===== src/rtl/endian_swap_pkg.sv =====
// Shared mode encoding and bit-source mapping for endian_swap_stream.
package endian_swap_pkg;

  typedef enum logic [1:0] {
    MODE_PASS     = 2'd0,
    MODE_BITREV   = 2'd1,
    MODE_LANESWAP = 2'd2,
    MODE_LANEREV  = 2'd3
  } mode_t;

  // Returns which input bit feeds output bit i; loops over constant widths fold away.
  function automatic int unsigned src_bit(input mode_t       mode,
                                          input int unsigned i,
                                          input int unsigned data_w,
                                          input int unsigned lane_w);
    int unsigned lanes;
    int unsigned lane;
    int unsigned bit_idx;
    lanes   = data_w / lane_w;
    lane    = i / lane_w;
    bit_idx = i % lane_w;
    case (mode)
      MODE_BITREV:   return data_w - 1 - i;
      MODE_LANESWAP: return (lanes - 1 - lane) * lane_w + bit_idx;
      MODE_LANEREV:  return lane * lane_w + (lane_w - 1 - bit_idx);
      default:       return i;
    endcase
  endfunction

endpackage


===== src/rtl/endian_skid_buf.sv =====
// Two-entry registered valid/ready buffer; in_ready depends only on local state.
module endian_skid_buf #(
  parameter int unsigned DATA_W = 32
) (
  input  logic              clk,
  input  logic              rst_n,
  input  logic              in_valid,
  output logic              in_ready,
  input  logic [DATA_W-1:0] in_data,
  output logic              out_valid,
  input  logic              out_ready,
  output logic [DATA_W-1:0] out_data
);

  logic              skid_valid;
  logic [DATA_W-1:0] skid_data;
  logic              in_fire;
  logic              out_fire;

  assign in_ready = !skid_valid;
  assign in_fire  = in_valid && in_ready;
  assign out_fire = out_valid && out_ready;

  // An accept always sees SKID empty, so SKID->OUT refill and accept never coincide.
  always_ff @(posedge clk or negedge rst_n) begin
    if (!rst_n) begin
      out_valid  <= 1'b0;
      out_data   <= '0;
      skid_valid <= 1'b0;
      skid_data  <= '0;
    end else if (in_fire) begin
      if (!out_valid || out_fire) begin
        out_valid <= 1'b1;
        out_data  <= in_data;
      end else begin
        skid_valid <= 1'b1;
        skid_data  <= in_data;
      end
    end else if (out_fire) begin
      if (skid_valid) begin
        out_data   <= skid_data;
        skid_valid <= 1'b0;
      end else begin
        out_valid <= 1'b0;
      end
    end
  end

endmodule


===== src/rtl/endian_swap_stream.sv =====
// Per-beat bit/lane reordering stage on a valid/ready stream.
// Define ENDIAN_SWAP_STATS_EN to add the saturating stat_beats transfer counter.
module endian_swap_stream
  import endian_swap_pkg::*;
#(
  parameter int unsigned DATA_W = 32,
  parameter int unsigned LANE_W = 8
) (
  input  logic              clk,
  input  logic              rst_n,
  input  logic              in_valid,
  output logic              in_ready,
  input  logic [DATA_W-1:0] in_data,
  input  logic [1:0]        in_mode,
  output logic              out_valid,
  input  logic              out_ready,
  output logic [DATA_W-1:0] out_data
`ifdef ENDIAN_SWAP_STATS_EN
  ,
  output logic [15:0]       stat_beats
`endif
);

  localparam int unsigned IDX_W = $clog2(DATA_W);

  if ((DATA_W % LANE_W) != 0 || LANE_W < 2) begin : g_bad_cfg
    $fatal(1, "endian_swap_stream: DATA_W must be a multiple of LANE_W and LANE_W >= 2");
  end

  logic [DATA_W-1:0] in_xf;

  // Transform before storage so buffered beats keep the mode they arrived with.
  always_comb begin
    in_xf = '0;
    for (int unsigned i = 0; i < DATA_W; i++) begin
      in_xf[i] = in_data[IDX_W'(src_bit(mode_t'(in_mode), i, DATA_W, LANE_W))];
    end
  end

  endian_skid_buf #(
    .DATA_W(DATA_W)
  ) u_buf (
    .clk      (clk),
    .rst_n    (rst_n),
    .in_valid (in_valid),
    .in_ready (in_ready),
    .in_data  (in_xf),
    .out_valid(out_valid),
    .out_ready(out_ready),
    .out_data (out_data)
  );

`ifdef ENDIAN_SWAP_STATS_EN
  always_ff @(posedge clk or negedge rst_n) begin
    if (!rst_n) begin
      stat_beats <= '0;
    end else if (out_valid && out_ready && stat_beats != '1) begin
      stat_beats <= stat_beats + 16'd1;
    end
  end
`endif

endmodule


===== config.mk =====
export PLATFORM = sky130hd
export DESIGN_NAME = endian_swap_stream
export DESIGN_NICKNAME = d
export VERILOG_FILES = /design/src/rtl/endian_swap_pkg.sv /design/src/rtl/endian_skid_buf.sv /design/src/rtl/endian_swap_stream.sv
export SDC_FILE = /design/constraint.sdc
export NUM_CORES = 1
export LEC_CHECK = 0
export CAP_MARGIN = 20
export CORE_MARGIN = 2
export CORE_UTILIZATION = 47
export DETAILED_ROUTE_END_ITERATION = 6
export GPL_ROUTABILITY_DRIVEN = 1
export HOLD_SLACK_MARGIN = 0.03
export PLACE_DENSITY_LB_ADDON = 0.3
export SLEW_MARGIN = 20
export SYNTH_ARGS = -nofsm -noshare
export SYNTH_HDL_FRONTEND = slang
export SYNTH_SLANG_ARGS = --single-unit

===== constraint.sdc =====
create_clock -name clk -period 1.9 [get_ports clk]
set_clock_uncertainty 0.15 [all_clocks]
set_input_delay 0.285 -clock clk [delete_from_list [all_inputs] [get_ports clk]]
set_output_delay 0.285 -clock clk [all_outputs]
set_load 0.05 [all_outputs]

==> impl_table.tex, run 1 <==
\begin{tabular}{lr}
\hline
Metric & Value \\
\hline
\multicolumn{2}{l}{\textbf{Critical path}} \\
\quad Arrival time worst endpoint & $\sim$2.0 ns \\
\quad Data required time of the worst path & roughly 2 ns \\
\quad Kind of critical path & primary input to register \\
\quad Endpoint kind of the worst setup timing path & register \\
\quad Startpoint class of the critical path & primary input \\
\quad Maximum fanout along the worst path & 6 \\
\multicolumn{2}{l}{\textbf{Floorplanning}} \\
\quad Area of the die & between 8000 and 9000 µm² \\
\quad Core ar. & roughly 8000 µm² \\
\quad Initial core utilization & 0.4857 \\
\quad Rows & 32 \\
\quad Ports placed on the boundary & 72 \\
\quad Die height & slightly above 90 µm \\
\quad Overall die width & approximately 94 µm \\
\multicolumn{2}{l}{\textbf{Place}} \\
\quad Detailed placer's ending HPWL & between 6000 and 7000 µm \\
\quad Pre-CTS setup slack & -0.8347 ns \\
\quad Cell Count Post-Placement & 488 \\
\quad Routability-driven placement congestion ratio & 0.7824 \\
\quad I/O Buffers & 71 \\
\multicolumn{2}{l}{\textbf{Finish}} \\
\quad Final standard cell count with taps included and fillers excluded & approximately 510 \\
\quad Number of nets in the layout & 444 \\
\quad Signed area change from the synthesized netlist to the final layout & 38.14\% \\
\quad Most common cell after layout, fill and taps aside & sky130\_fd\_sc\_hd\_\_dfrtp\_1 \\
\quad Layout cells sized above 1 & 0.3759 \\
\quad Highest-count cells in the layout ignoring fill and taps & sky130\_fd\_sc\_hd\_\_dfrtp\_1 (65), sky130\_fd\_sc\_hd\_\_buf\_4 (51), sky130\_fd\_sc\_hd\_\_nor2\_1 (38) \\
\quad Fill count & between 500 and 600 \\
\quad \# diodes & 0 \\
\multicolumn{2}{l}{\textbf{Timing}} \\
\quad Pin slew with the least headroom to its limit & between 0.3 and 0.4 ns \\
\quad Number of slew-limit violations in the final report & 0 \\
\quad Setup Viol. Count Final & 0 \\
\quad Minimum period implied by the final worst setup slack & 1.899 ns \\
\quad Post-route worst setup slack & $\sim$0.001 ns \\
\quad Fin. Hold Viols & 0 \\
\quad Highest Clock Rate & $\sim$530 MHz \\
\quad Final Cycle Share & 0.9995 \\
\quad Slew headroom & 0.7642 \\
\multicolumn{2}{l}{\textbf{Detailed routing}} \\
\quad DRC marker count from the first detailed-route iteration & 200 \\
\quad Mean routed wirelength per cell & 20.14 µm \\
\quad Residual antenna-violating net count after detailed routing & 0 \\
\quad Via Count & between 3000 and 4000 \\
\quad Drt total wl & $\sim$10000 µm \\
\quad Pre-Repair DR Iteration Count & 4 \\
\quad Vias per cell & between 6 and 7 \\
\quad DRC violations left & 0 \\
\multicolumn{2}{l}{\textbf{Synthesis}} \\
\quad Cell count after synthesis & just over 300 \\
\quad Synthesis warning total & 0 \\
\quad Number of nets in the synthesized netlist & $\sim$350 \\
\quad Flop and latch count out of synthesis & between 60 and 70 \\
\quad Mean post-synth cell area & 12.13 µm² \\
\quad Proportion of synthesized chip area in sequential cells & 0.4378 \\
\quad Number of library cell types mapped by synthesis & 28 \\
\quad Mapped cell area & 3772 µm² \\
\multicolumn{2}{l}{\textbf{GRT}} \\
\quad First-pass GRT wire length & between 15000 and 20000 µm \\
\quad Number of antenna violations at the first check in global routing & 0 \\
\quad Pin count of the biggest net entering global routing & 67 \\
\quad Vias in the first global route & approximately 3100 \\
\quad GR Overflow Total & 0 \\
\quad Combined global-route utilization of all metal layers & 0.2396 \\
\multicolumn{2}{l}{\textbf{Pwr}} \\
\quad Total power density per cell area & approximately 1600 nW/µm² \\
\quad Part of the total power dissipated in sequential elements & 0.312 \\
\quad Leakage power figure & around 2.1 nW \\
\quad Part of the power in combinational logic & 0.529 \\
\quad Fraction of power spent switching nets & 0.4454 \\
\quad Internal portion of total power & around 0.0046 W \\
\quad Clock share of power & 0.159 \\
\quad Overall Power & 0.008226 W \\
\quad Worst IR drop on VDD & 0.0006334 V \\
\quad Net Switching & around 0.0037 W \\
\multicolumn{2}{l}{\textbf{Clock network}} \\
\quad Insertion delay of the later-clocked pin in the worst-skew pair & around 0.35 ns \\
\quad Clock tree from TritonCTS & built \\
\quad Number of clock sinks & 66 \\
\quad Cts bufs inserted & 9 \\
\quad Reg clk slew, reported paths & 0.08 ns \\
\quad Clk Tree Root Cell & sky130\_fd\_sc\_hd\_\_clkbuf\_8 \\
\quad H-Tree Level Count & 3 \\
\quad Number of buffers on the longest clock path & 2 \\
\multicolumn{2}{l}{\textbf{Run status}} \\
\quad Run status & finished, final reports clean \\
\multicolumn{2}{l}{\textbf{Worst hold path}} \\
\quad Min-Delay Path Class & primary input to async pin \\
\multicolumn{2}{l}{\textbf{Job}} \\
\quad Number of violations of the max-capacitance limit & 0 \\
\hline
\end{tabular}
-- area by class of cell --
type	instances	area [µm²]	area share
Multi-Input combinational cell	215	2063	0.3959
Sequential cell	66	1653	0.3172
Timing Repair Buffer	105	1121	0.2151
Tap cell	102	127.6	0.02449
Clock buffer	9	123.9	0.02377
Clock inverter	7	93.84	0.01801
Inverter	5	28.78	0.005522
-- critical path, cell delays in order --
cell,delay [ns]
sky130_fd_sc_hd__buf_6,0.10
sky130_fd_sc_hd__inv_4,0.05
sky130_fd_sc_hd__ha_4,0.14
sky130_fd_sc_hd__or2_4,0.27
sky130_fd_sc_hd__buf_12,0.14
sky130_fd_sc_hd__buf_16,0.13
sky130_fd_sc_hd__buf_4,0.13
sky130_fd_sc_hd__mux4_2,0.32
sky130_fd_sc_hd__mux2i_2,0.25
sky130_fd_sc_hd__a21oi_1,0.13
-- state kept, by name, summed over array words and instances (netlist names) --
signal            count
u_buf.skid_valid      1
u_buf.out_valid       1
u_buf.out_data       32
u_buf.skid_data      32
-- cells by family (layout without fill, tap and decap cells) --
group                    after synthesis  count (layout)  share of synthesized area
buffers and inverters                 30             126                    0.04610
AND/OR/NAND/NOR                       55              55                    0.05904
flip-flops                            66              66                     0.4378
AO/OA/AOI/OAI                         92              92                     0.1433
multiplexers                          64              64                     0.3005
adder cells (fa/ha/maj)                4               4                    0.01327
-- Yosys cell counts --
cell type                  instances  share of area
sky130_fd_sc_hd__buf_2            11          0.015
sky130_fd_sc_hd__mux2_4            4          0.016
sky130_fd_sc_hd__or2_1             2         0.0033
sky130_fd_sc_hd__nor2_1           38          0.038
sky130_fd_sc_hd__a22o_1            1         0.0023
sky130_fd_sc_hd__nand3_1           1         0.0013
sky130_fd_sc_hd__a21o_1            1         0.0020
sky130_fd_sc_hd__ha_1              4          0.013
sky130_fd_sc_hd__mux4_2           14          0.084
sky130_fd_sc_hd__inv_1             4         0.0040
sky130_fd_sc_hd__a21oi_1          36          0.048
sky130_fd_sc_hd__mux4_1           18           0.13
sky130_fd_sc_hd__or2_2             1         0.0017
sky130_fd_sc_hd__clkbuf_1         10          0.010
sky130_fd_sc_hd__buf_12            2          0.011
sky130_fd_sc_hd__mux2i_1          24          0.064
sky130_fd_sc_hd__a211oi_1         13          0.026
sky130_fd_sc_hd__dfrtp_1          66           0.44
sky130_fd_sc_hd__nand2b_1          1         0.0017
sky130_fd_sc_hd__nor3b_1           1         0.0020
sky130_fd_sc_hd__o21ai_0           9          0.012
sky130_fd_sc_hd__o22ai_1          31          0.051
sky130_fd_sc_hd__nand2_1          10          0.010
sky130_fd_sc_hd__a22oi_1           1         0.0020
sky130_fd_sc_hd__mux2_2            4          0.012
sky130_fd_sc_hd__buf_6             2         0.0060
sky130_fd_sc_hd__inv_2             1        0.00099
sky130_fd_sc_hd__nor3_1            1         0.0013
-- what timing repair did --
action | 4_1_cts | 5_1_grt
endpoints found under the setup margin | 64 | 25
hold buffers | 1 | 0
gates resized for setup | 40 | 14
gates cloned | 4 | 0
hold endpoints to repair | 66 | 0
pin swaps | 5 | 3
buffers inserted | 1 | 0
-- per-stage QoR --
stage / utilization / cell area, µm² / TNS, ns / hold slack, ns
4_1_cts: 0.6649 / 5165 / 0 / 0.3375
5_1_grt: 0.6709 / 5211 / -0.005890 / 0.3603
3_3_place_gp: 0.6184 / 4803 / -44.38 / 0.1795
2_1_floorplan: - / 3854 / 0 / -0.1606
3_5_place_dp: 0.6184 / 4803 / -47.44 / 0.1802
6_report: 0.6709 / 5211 / 0 / 0.3299
-- power groups by stage --
stage / clock [W] / sequential [W] / combinational (W)
2_1_floorplan: 0 / 0.00364 / 0.00162
3_3_place_gp: 0 / 0.00253 / 0.00405
4_1_cts: 0.00132 / 0.00255 / 0.00428
3_5_place_dp: 0 / 0.00257 / 0.00415
6_report: 0.00131 / 0.00257 / 0.00435
5_1_grt: 0.00139 / 0.00263 / 0.00461
-- worst paths after layout --
kind | start | endpoint | slack, ns | depth (start not counted)
worst min register to register | u_buf.out_data[24] | u_buf.out_data[24] | 0.33 | 2
worst max-delay path | in_mode[1] | u_buf.skid_data[20] | 0.001 | 10
min in group clk | u_buf.out_data[24] | u_buf.out_data[24] | 0.33 | 2
worst max register to register | u_buf.skid_valid | u_buf.out_data[20] | 0.19 | 6
worst min-delay path | rst_n | u_buf.skid_data[6] | 0.33 | 3
max in group asynchronous | rst_n | u_buf.out_valid | 0.97 | 3
-- layer usage --
metal | global-route usage | part of all wire | vias up
met5 | 0 | 0 | -
met4 | 0.07971 | 0.018 | 0
met3 | 0.05560 | 0.066 | 19
met2 | 0.3969 | 0.51 | 133
met1 | 0.3131 | 0.40 | 1604
li1 | - | - | 1383
No activity file was read; power rests on OpenSTA's default activity.
==> run 2: changes to the inputs <==
--- a/config.mk
+++ b/config.mk
@@ -5,6 +5,7 @@
 export SDC_FILE = /design/constraint.sdc
 export NUM_CORES = 1
 export LEC_CHECK = 0
+export ABC_CLOCK_PERIOD_IN_PS = 1900
 export CAP_MARGIN = 20
 export CORE_MARGIN = 2
 export CORE_UTILIZATION = 47
==> constraint.sdc (replaced) <==
create_clock -name clk -period 1.9 [get_ports clk]
set_clock_uncertainty 0.15 [all_clocks]
set_input_delay 0.285 -clock clk [delete_from_list [all_inputs] [get_ports clk]]
set_output_delay 0.285 -clock clk [all_outputs]
set_load 0.01 [all_outputs]
==> run 2 against run 1 <==
- power fell by 16%
- largest power group unchanged
- highest routed layer unchanged
- clock-buffer cell count grew 1
- sequential power is essentially flat
- core utilization fell by 0.81 points
- sequential share of layout area increased by 0.39 points
- via count shrank 2.5%
==> impl_table.tex, run 2 (synthesized netlist as in run 1, its figures left out) <==
\begin{tabular}{lr}
\hline
Metric & Value \\
\hline
\multicolumn{2}{l}{\textbf{Run status}} \\
\quad Run status & finished, final reports clean \\
\multicolumn{2}{l}{\textbf{Critical path}} \\
\quad Arrival time worst endpoint & 1.91 ns (-0.05 ns) \\
\quad Startpoint class of the critical path & primary input \\
\quad Start of the worst register-to-register path & u\_buf.skid\_valid \\
\quad Crit path cell chain & buf\_2, buf\_6, inv\_4, ha\_4, or2\_4, buf\_12, mux4\_1, mux2i\_1, a211oi\_1 \\
\quad Kind of critical path & primary input to register \\
\quad Maximum fanout along the worst path & 13 (+7) \\
\quad Launching element of the worst setup path & in\_mode[1] \\
\quad Slowest cell on crit path & sky130\_fd\_sc\_hd\_\_mux4\_1 \\
\quad Data required time of the worst path & 1.97 ns (about the same) \\
\quad Endpoint kind of the worst setup timing path & register \\
\quad Register-to-register path setup slack & 0.18 ns (about the same) \\
\quad Delay of the slowest cell on the worst path & 0.57 ns (+0.25 ns) \\
\multicolumn{2}{l}{\textbf{Clock network}} \\
\quad Clock tree from TritonCTS & built \\
\quad Number of clock sinks & 66 (unchanged) \\
\quad Number of buffers on the longest clock path & 2 (unchanged) \\
\quad Cts bufs inserted & 9 (unchanged) \\
\quad H-Tree Level Count & 3 (unchanged) \\
\quad Insertion delay of the later-clocked pin in the worst-skew pair & 0.34 ns (about the same) \\
\quad Clk Tree Root Cell & sky130\_fd\_sc\_hd\_\_clkbuf\_8 \\
\quad Reg clk slew, reported paths & 0.08 ns (about the same) \\
\multicolumn{2}{l}{\textbf{Timing}} \\
\quad Pin slew with the least headroom to its limit & 0.3740 ns (+0.02145 ns) \\
\quad Final sum of negative setup slack & 0 ns (unchanged) \\
\quad Highest Clock Rate & 543.1 MHz (+3.1\%) \\
\quad Number of slew-limit violations in the final report & 0 (unchanged) \\
\quad Fin. Hold Viols & 0 (unchanged) \\
\quad Minimum period implied by the final worst setup slack & 1.841 ns (-0.05773 ns) \\
\quad Slew headroom & 0.7499 (-0.01435) \\
\quad Setup Viol. Count Final & 0 (unchanged) \\
\quad Setup repair after global routing missed its margin & true \\
\quad Final Cycle Share & 0.9691 (-0.03039) \\
\quad Post-route worst setup slack & 0.05874 ns (+0.05773 ns) \\
\multicolumn{2}{l}{\textbf{Detailed routing}} \\
\quad Pre-Repair DR Iteration Count & 5 (+1) \\
\quad Drt total wl & 9636 µm (-6.0\%) \\
\quad Residual antenna-violating net count after detailed routing & 0 (unchanged) \\
\quad DRC violations left & 0 (unchanged) \\
\quad DRC marker count from the first detailed-route iteration & 194 (-3.0\%) \\
\quad Mean routed wirelength per cell & 18.82 µm (-6.6\%) \\
\quad Vias per cell & 5.980 (-3.0\%) \\
\quad Via Count & 3062 (-2.5\%) \\
\multicolumn{2}{l}{\textbf{Worst hold path}} \\
\quad Min-Delay Path Class & register to register \\
\quad Worst hold start & u\_buf.out\_data[24] \\
\multicolumn{2}{l}{\textbf{Finish}} \\
\quad Layout cells sized above 1 & 0.2732 (-0.1028) \\
\quad \# diodes & 0 (unchanged) \\
\quad Most common cell after layout, fill and taps aside & sky130\_fd\_sc\_hd\_\_clkdlybuf4s50\_1 \\
\quad Highest-count cells in the layout ignoring fill and taps & sky130\_fd\_sc\_hd\_\_clkdlybuf4s50\_1 (67), sky130\_fd\_sc\_hd\_\_dfrtp\_1 (65), sky130\_fd\_sc\_hd\_\_nor2\_1 (38) \\
\quad Finished Cell Area & 5149 µm² (-1.2\%) \\
\quad Number of nets in the layout & 447 (+0.68\%) \\
\quad Signed area change from the synthesized netlist to the final layout & 36.48\% \\
\quad Largest registers & u\_buf.out\_data: 32 flops, u\_buf.skid\_data: 32 flops \\
\quad Final core utilization & 0.6629 (-0.008055) \\
\multicolumn{2}{l}{\textbf{Pwr}} \\
\quad Worst IR drop on VDD & 0.0005946 V (-6.1\%) \\
\quad Total power density per cell area & 1336 nW/µm² (-15\%) \\
\quad Leakage power figure & 2.035 nW (-3.2\%) \\
\quad Overall Power & 0.006881 W (-16\%) \\
\multicolumn{2}{l}{\textbf{Floorplanning}} \\
\quad Rows & 32 (unchanged) \\
\quad Die height & 93.59 µm (unchanged) \\
\quad Overall die width & 93.59 µm (unchanged) \\
\quad Area of the die & 8759 µm² (unchanged) \\
\quad Core ar. & 7767 µm² (unchanged) \\
\quad Initial core utilization & 0.4857 (unchanged) \\
\quad Ports placed on the boundary & 72 (unchanged) \\
\multicolumn{2}{l}{\textbf{Job}} \\
\quad Number of violations of the max-capacitance limit & 0 (unchanged) \\
\multicolumn{2}{l}{\textbf{Place}} \\
\quad Routability-driven placement congestion ratio & 0.8294 (+6.0\%) \\
\quad Placement Cell Area & 4885 µm² (+1.7\%) \\
\quad Detailed placer's ending HPWL & 6452 µm (-2.0\%) \\
\quad I/O Buffers & 71 (unchanged) \\
\quad Pre-CTS setup slack & -0.7471 ns (+0.08754 ns) \\
\multicolumn{2}{l}{\textbf{GRT}} \\
\quad Vias in the first global route & 3107 (-0.96\%) \\
\quad GR Overflow Total & 0 (unchanged) \\
\quad First-pass GRT wire length & 15760 µm (-2.1\%) \\
\quad Combined global-route utilization of all metal layers & 0.2341 (-0.005472) \\
\quad Pin count of the biggest net entering global routing & 67 (unchanged) \\
\quad Number of antenna violations at the first check in global routing & 0 (unchanged) \\
\hline
\end{tabular}
run 2: area by class of cell:
type,instances,area (µm²)
Timing Repair Buffer,108,1150
Inverter,5,28.78
Sequential cell,66,1653
Multi-Input combinational cell,215,2009
Clock buffer,10,137.6
Clock inverter,6,42.54
Fill cell,595,2619
Tap cell,102,127.6
run 2: report_power, final:
group / internal, W / switching, W
Combinational: 0.00178 / 0.00149
Clock: 0.000505 / 0.000567
Sequential: 0.00211 / 0.000439
Total: 0.00439 / 0.00249
run 2: path summary, 6_finish.rpt:
path | to | depth (start not counted)
min reg2reg | u_buf.out_data[24] | 2
max reg2reg | u_buf.out_data[20] | 6
max | u_buf.out_data[4] | 9
max in group asynchronous | u_buf.out_valid | 3
min in group asynchronous | u_buf.out_data[6] | 3
min | u_buf.out_data[24] | 2
run 2: worst max-delay path, delay by kind of cell:
kind	cells	cell delay, ns
AOI/OAI and AO/OA	1	0.11
muxes	2	0.79
and+or+nand+nor	1	0.15
adders and majority gates	1	0.11
buffers and inverters	4	0.44
run 2: layer usage:
metal	share of wire	track usage	up-vias	wire length, µm
li1	-	-	1389	-
met1	0.43	0.3197	1568	4130
met2	0.51	0.3765	91	4913
met3	0.047	0.04029	14	450
met4	0.015	0.09058	0	142
met5	0	0	-	0
run 2: metrics by stage:
step	std cells	hold WS (ns)
2_1_floorplan	311	-0.1606
3_3_place_gp	491	0.1774
3_5_place_dp	491	0.1792
4_1_cts	513	0.3391
5_1_grt	512	0.3579
6_report	512	0.3308
run 2: timing repair:
action | CTS | global route
gates cloned | 3 | 0
resized for setup | 33 | 10
endpoints found under the hold margin | 66 | 0
pin swaps | 4 | 2
hold buffers | 1 | 0
setup buffers | 3 | 0
setup endpoints to repair | 65 | 31
==> run 3: changes to the inputs <==
--- a/config.mk
+++ b/config.mk
@@ -8,7 +8,7 @@
 export ABC_CLOCK_PERIOD_IN_PS = 1900
 export CAP_MARGIN = 20
 export CORE_MARGIN = 2
-export CORE_UTILIZATION = 47
+export CORE_UTILIZATION = 50
 export DETAILED_ROUTE_END_ITERATION = 6
 export GPL_ROUTABILITY_DRIVEN = 1
 export HOLD_SLACK_MARGIN = 0.03
@@ -16,4 +16,5 @@
 export SLEW_MARGIN = 20
 export SYNTH_ARGS = -nofsm -noshare
 export SYNTH_HDL_FRONTEND = slang
+export SYNTH_HIERARCHICAL = 1
 export SYNTH_SLANG_ARGS = --single-unit
==> run 3 against run 2 <==
- the flow now finishes with violations (negative setup slack)
- sequential share of layout area shrank 5.4 points
- first-iteration DRC count down 56%
- final area rose by 20%
- routed wire length rose by 5.7%
- combinational power grew 31%
- via count decreased by 4.8%
- critical path depth down 1
- highest routed layer unchanged
- critical path type unchanged
- power increased by 19%
- core utilization up 1.5 points
- non-clock buffer count up 8
==> impl_table.tex, run 3 <==
\begin{tabular}{lr}
\hline
Metric & Value \\
\hline
\multicolumn{2}{l}{\textbf{Run status}} \\
\quad Run status & finished, violations left \\
\quad Violations in the final reports & negative setup slack \\
\multicolumn{2}{l}{\textbf{Critical path}} \\
\quad Data required time of the worst path & 1.98 ns (about the same) \\
\quad Kind of critical path & primary input to register \\
\quad Slowest cell on crit path & sky130\_fd\_sc\_hd\_\_mux4\_2 \\
\quad Arrival time worst endpoint & 2.04 ns (+0.13 ns) \\
\quad Endpoint kind of the worst setup timing path & register \\
\quad Startpoint class of the critical path & primary input \\
\quad Delay of the slowest cell on the worst path & 0.51 ns (-0.06 ns) \\
\quad Crit path cell chain & buf\_12, inv\_8, ha\_4, o21ba\_4, buf\_12, mux4\_2, mux2\_4, mux2\_4 \\
\quad Maximum fanout along the worst path & 7 (-6) \\
\multicolumn{2}{l}{\textbf{Clock network}} \\
\quad Insertion delay of the later-clocked pin in the worst-skew pair & 0.35 ns (about the same) \\
\quad Cts bufs inserted & 9 (unchanged) \\
\quad H-Tree Level Count & 3 (unchanged) \\
\quad Number of buffers on the longest clock path & 2 (unchanged) \\
\quad Clk Tree Root Cell & sky130\_fd\_sc\_hd\_\_clkbuf\_8 \\
\quad Number of clock sinks & 66 (unchanged) \\
\quad Reg clk slew, reported paths & 0.08 ns (about the same) \\
\quad Clock tree from TritonCTS & built \\
\multicolumn{2}{l}{\textbf{Timing}} \\
\quad Post-route worst setup slack & -0.06067 ns (-0.1194 ns) \\
\quad Fin. Hold Viols & 0 (unchanged) \\
\quad Minimum period implied by the final worst setup slack & 1.961 ns (+0.1194 ns) \\
\quad Highest Clock Rate & 510.0 MHz (-6.1\%) \\
\quad Number of slew-limit violations in the final report & 0 (unchanged) \\
\quad Slew headroom & 0.7219 (-0.02796) \\
\quad Pin slew with the least headroom to its limit & 0.4171 ns (+0.04312 ns) \\
\quad Setup repair after global routing missed its margin & true \\
\quad Final Cycle Share & 1.032 (+0.06284) \\
\quad Setup Viol. Count Final & 18 (+18) \\
\quad Final sum of negative setup slack & -0.6213 ns (-0.6213 ns) \\
\multicolumn{2}{l}{\textbf{Detailed routing}} \\
\quad Mean routed wirelength per cell & 20.21 µm (+7.4\%) \\
\quad Via Count & 2916 (-4.8\%) \\
\quad DRC violations left & 0 (unchanged) \\
\quad Vias per cell & 5.786 (-3.3\%) \\
\quad Residual antenna-violating net count after detailed routing & 0 (unchanged) \\
\quad DRC marker count from the first detailed-route iteration & 85 (-56\%) \\
\quad Pre-Repair DR Iteration Count & 4 (-1) \\
\quad Drt total wl & 10190 µm (+5.7\%) \\
\multicolumn{2}{l}{\textbf{Finish}} \\
\quad Final standard cell count with taps included and fillers excluded & 504 (-1.6\%) \\
\quad Largest registers & u\_buf/out\_data: 32 flops, u\_buf/skid\_data: 32 flops \\
\quad Number of nets in the layout & 430 (-3.8\%) \\
\quad Fill count & 649 (+9.1\%) \\
\quad Layout cells sized above 1 & 0.6260 (+0.3528) \\
\quad Finished Cell Area & 6175 µm² (+20\%) \\
\quad \# diodes & 0 (unchanged) \\
\quad Most common cell after layout, fill and taps aside & sky130\_fd\_sc\_hd\_\_mux2\_4 \\
\quad Final core utilization & 0.6779 (+0.01503) \\
\quad Highest-count cells in the layout ignoring fill and taps & sky130\_fd\_sc\_hd\_\_mux2\_4 (101), sky130\_fd\_sc\_hd\_\_dfrtp\_1 (66), sky130\_fd\_sc\_hd\_\_mux2\_2 (38) \\
\quad Signed area change from the synthesized netlist to the final layout & 33.13\% \\
\multicolumn{2}{l}{\textbf{GRT}} \\
\quad Combined global-route utilization of all metal layers & 0.2134 (-0.02067) \\
\quad GR Overflow Total & 0 (unchanged) \\
\quad Number of antenna violations at the first check in global routing & 0 (unchanged) \\
\quad First-pass GRT wire length & 16330 µm (+3.6\%) \\
\quad Vias in the first global route & 3067 (-1.3\%) \\
\quad Pin count of the biggest net entering global routing & 36 (-46\%) \\
\multicolumn{2}{l}{\textbf{Synthesis}} \\
\quad Proportion of synthesized chip area in sequential cells & 0.3561 (-0.08173) \\
\quad Flip-flop cell with the highest count after synthesis & sky130\_fd\_sc\_hd\_\_dfrtp\_1 \\
\quad Mean post-synth cell area & 16.33 µm² (+35\%) \\
\quad Number of flops mapped to enable cells by yosys & 0 (unchanged) \\
\quad Most common cell in the synthesized netlist & sky130\_fd\_sc\_hd\_\_mux2\_4 \\
\quad Share of the synthesized area in the top cell type & 0.3561 (-0.08173) \\
\quad Largest area contributor in the netlist & sky130\_fd\_sc\_hd\_\_dfrtp\_1 \\
\quad Post-synth ARST share & 1.000 (unchanged) \\
\quad Post-synthesis compound-gate area fraction & 0.008902 (-0.1344) \\
\quad Combinational family with the most area after synthesis & multiplexers \\
\quad Share of synthesized cell area in and, or, nand and nor gates & 0.008632 (-0.05041) \\
\quad Synthesized-area fraction occupied by adder cells & 0.01079 (-0.002477) \\
\quad Share of synthesized area spent on multiplexers & 0.5624 (+0.2620) \\
\quad Cell count after synthesis & 284 (-8.7\%) \\
\quad Area share of xor/xnor cells in the synthesized design & 0 (unchanged) \\
\quad Mapped cell area & 4638 µm² (+23\%) \\
\quad Number of nets in the synthesized netlist & 326 (-7.6\%) \\
\quad Number of library cell types mapped by synthesis & 20 (-29\%) \\
\quad Flop and latch count out of synthesis & 66 (unchanged) \\
\quad Biggest area contributors in the synthesized netlist & sky130\_fd\_sc\_hd\_\_dfrtp\_1 (36\%), sky130\_fd\_sc\_hd\_\_mux2\_4 (23\%), sky130\_fd\_sc\_hd\_\_mux4\_2 (16\%) \\
\quad List of most frequent post-synthesis cells & sky130\_fd\_sc\_hd\_\_mux2\_4 (71), sky130\_fd\_sc\_hd\_\_dfrtp\_1 (66), sky130\_fd\_sc\_hd\_\_mux2\_2 (44) \\
\quad Synthesis warning total & 6 (+6) \\
\multicolumn{2}{l}{\textbf{Floorplanning}} \\
\quad Initial core utilization & 0.5092 (+0.02354) \\
\quad Rows & 35 (+9.4\%) \\
\quad Overall die width & 100.3 µm (+7.2\%) \\
\quad Ports placed on the boundary & 72 (unchanged) \\
\quad Core ar. & 9109 µm² (+17\%) \\
\quad Die height & 100.3 µm (+7.2\%) \\
\quad Area of the die & 10060 µm² (+15\%) \\
\multicolumn{2}{l}{\textbf{Pwr}} \\
\quad Total power density per cell area & 1331 nW/µm² (-0.45\%) \\
\quad Worst IR drop on VDD & 0.0005717 V (-3.9\%) \\
\quad Leakage power figure & 2.857 nW (+40\%) \\
\multicolumn{2}{l}{\textbf{Job}} \\
\quad Number of violations of the max-capacitance limit & 0 (unchanged) \\
\multicolumn{2}{l}{\textbf{Place}} \\
\quad Detailed placer's ending HPWL & 6999 µm (+8.5\%) \\
\quad Routability-driven placement congestion ratio & 0.8021 (-3.3\%) \\
\quad I/O Buffers & 71 (unchanged) \\
\quad Cell Count Post-Placement & 478 (-2.6\%) \\
\quad Pre-CTS setup slack & -0.8311 ns (-0.08397 ns) \\
\quad Placement Cell Area & 5693 µm² (+17\%) \\
\multicolumn{2}{l}{\textbf{Worst hold path}} \\
\quad Min-Delay Path Class & primary input to async pin \\
\hline
\end{tabular}
-- run 3: changes by cell type after synthesis, sizes merged, moves of 10 or more --
| cell | change |
|---|---|
| o22ai | -31 |
| a211oi | -13 |
| a21oi | -33 |
| mux2i | -24 |
| nor2 | -37 |
| mux2 | +136 |
| clkbuf | -10 |
-- run 3: worst max-delay path: cells and delay by family --
family                     cells  cell delay [ns]
AOI/OAI and AO/OA              1             0.25
adders and majority gates      1             0.16
buffers and inverters          3             0.29
muxes                          3             1.05
-- run 3: cell families (layout without fill, tap and decap cells) --
family,count (synthesis),count (layout)
compound gates,5,5
fa+ha+maj,4,4
buf+inv,27,136
flops,66,66
mux,176,176
simple gates,6,6
-- run 3: layout make-up --
type / count / area [µm²] / area share
Multi-Input combinational cell: 191 / 2892 / 0.4683
Sequential cell: 66 / 1652 / 0.2675
Tap cell: 111 / 138.9 / 0.02249
Clock inverter: 6 / 90.09 / 0.01459
Clock buffer: 10 / 137.6 / 0.02229
Inverter: 4 / 22.52 / 0.003647
Timing Repair Buffer: 116 / 1242 / 0.2012
-- run 3: per-stage QoR --
stage	hold slack, ns	power [W]
after floorplan	-0.1606	0.005403
after global placement	0.09041	0.006659
after detailed placement	0.09011	0.006774
after CTS	0.2578	0.008243
after global routing	0.2813	0.008637
final	0.2457	0.008216
-- run 3: final timing paths --
check	startpoint	end	slack (ns)	depth (start not counted)
max in group asynchronous	rst_n	u_buf/out_data[23]	0.77	3
min reg2reg	u_buf/skid_data[10]	u_buf/skid_data[10]	0.35	1
max	in_mode[0]	u_buf/out_data[25]	-0.06	8
max reg2reg	u_buf/out_valid	u_buf/skid_data[30]	0.14	4
min in group clk	u_buf/skid_data[10]	u_buf/skid_data[10]	0.35	1
min	rst_n	u_buf/skid_data[2]	0.25	2
-- run 3: metal layers --
layer	wire length [µm]	part of all wire	GRT usage
met1	4596	0.45	0.3002
met3	474	0.047	0.03273
met2	4953	0.49	0.3366
met4	163	0.016	0.07903
met5	0	0	0
-- run 3: what timing repair did --
| action | CTS | global route |
|---|---|---|
| hold endpoints to repair | 14 | 0 |
| resized for setup | 74 | 15 |
| pin swaps | 3 | 0 |
| hold buffers | 1 | 0 |
| gates cloned | 2 | 1 |
| endpoints found under the setup margin | 63 | 24 |
| setup buffers | 5 | 1 |
-- run 3: power breakdown --
| part | leakage, nW | internal (W) | switching [W] | total (W) |
|---|---|---|---|---|
| logic | 1.96 | 0.00288 | 0.00140 | 0.00428 |
| registers | 0.788 | 0.00214 | 0.000436 | 0.00258 |
| clock network | 0.112 | 0.000777 | 0.000587 | 0.00136 |
| total | 2.86 | 0.00580 | 0.00242 | 0.00822 |
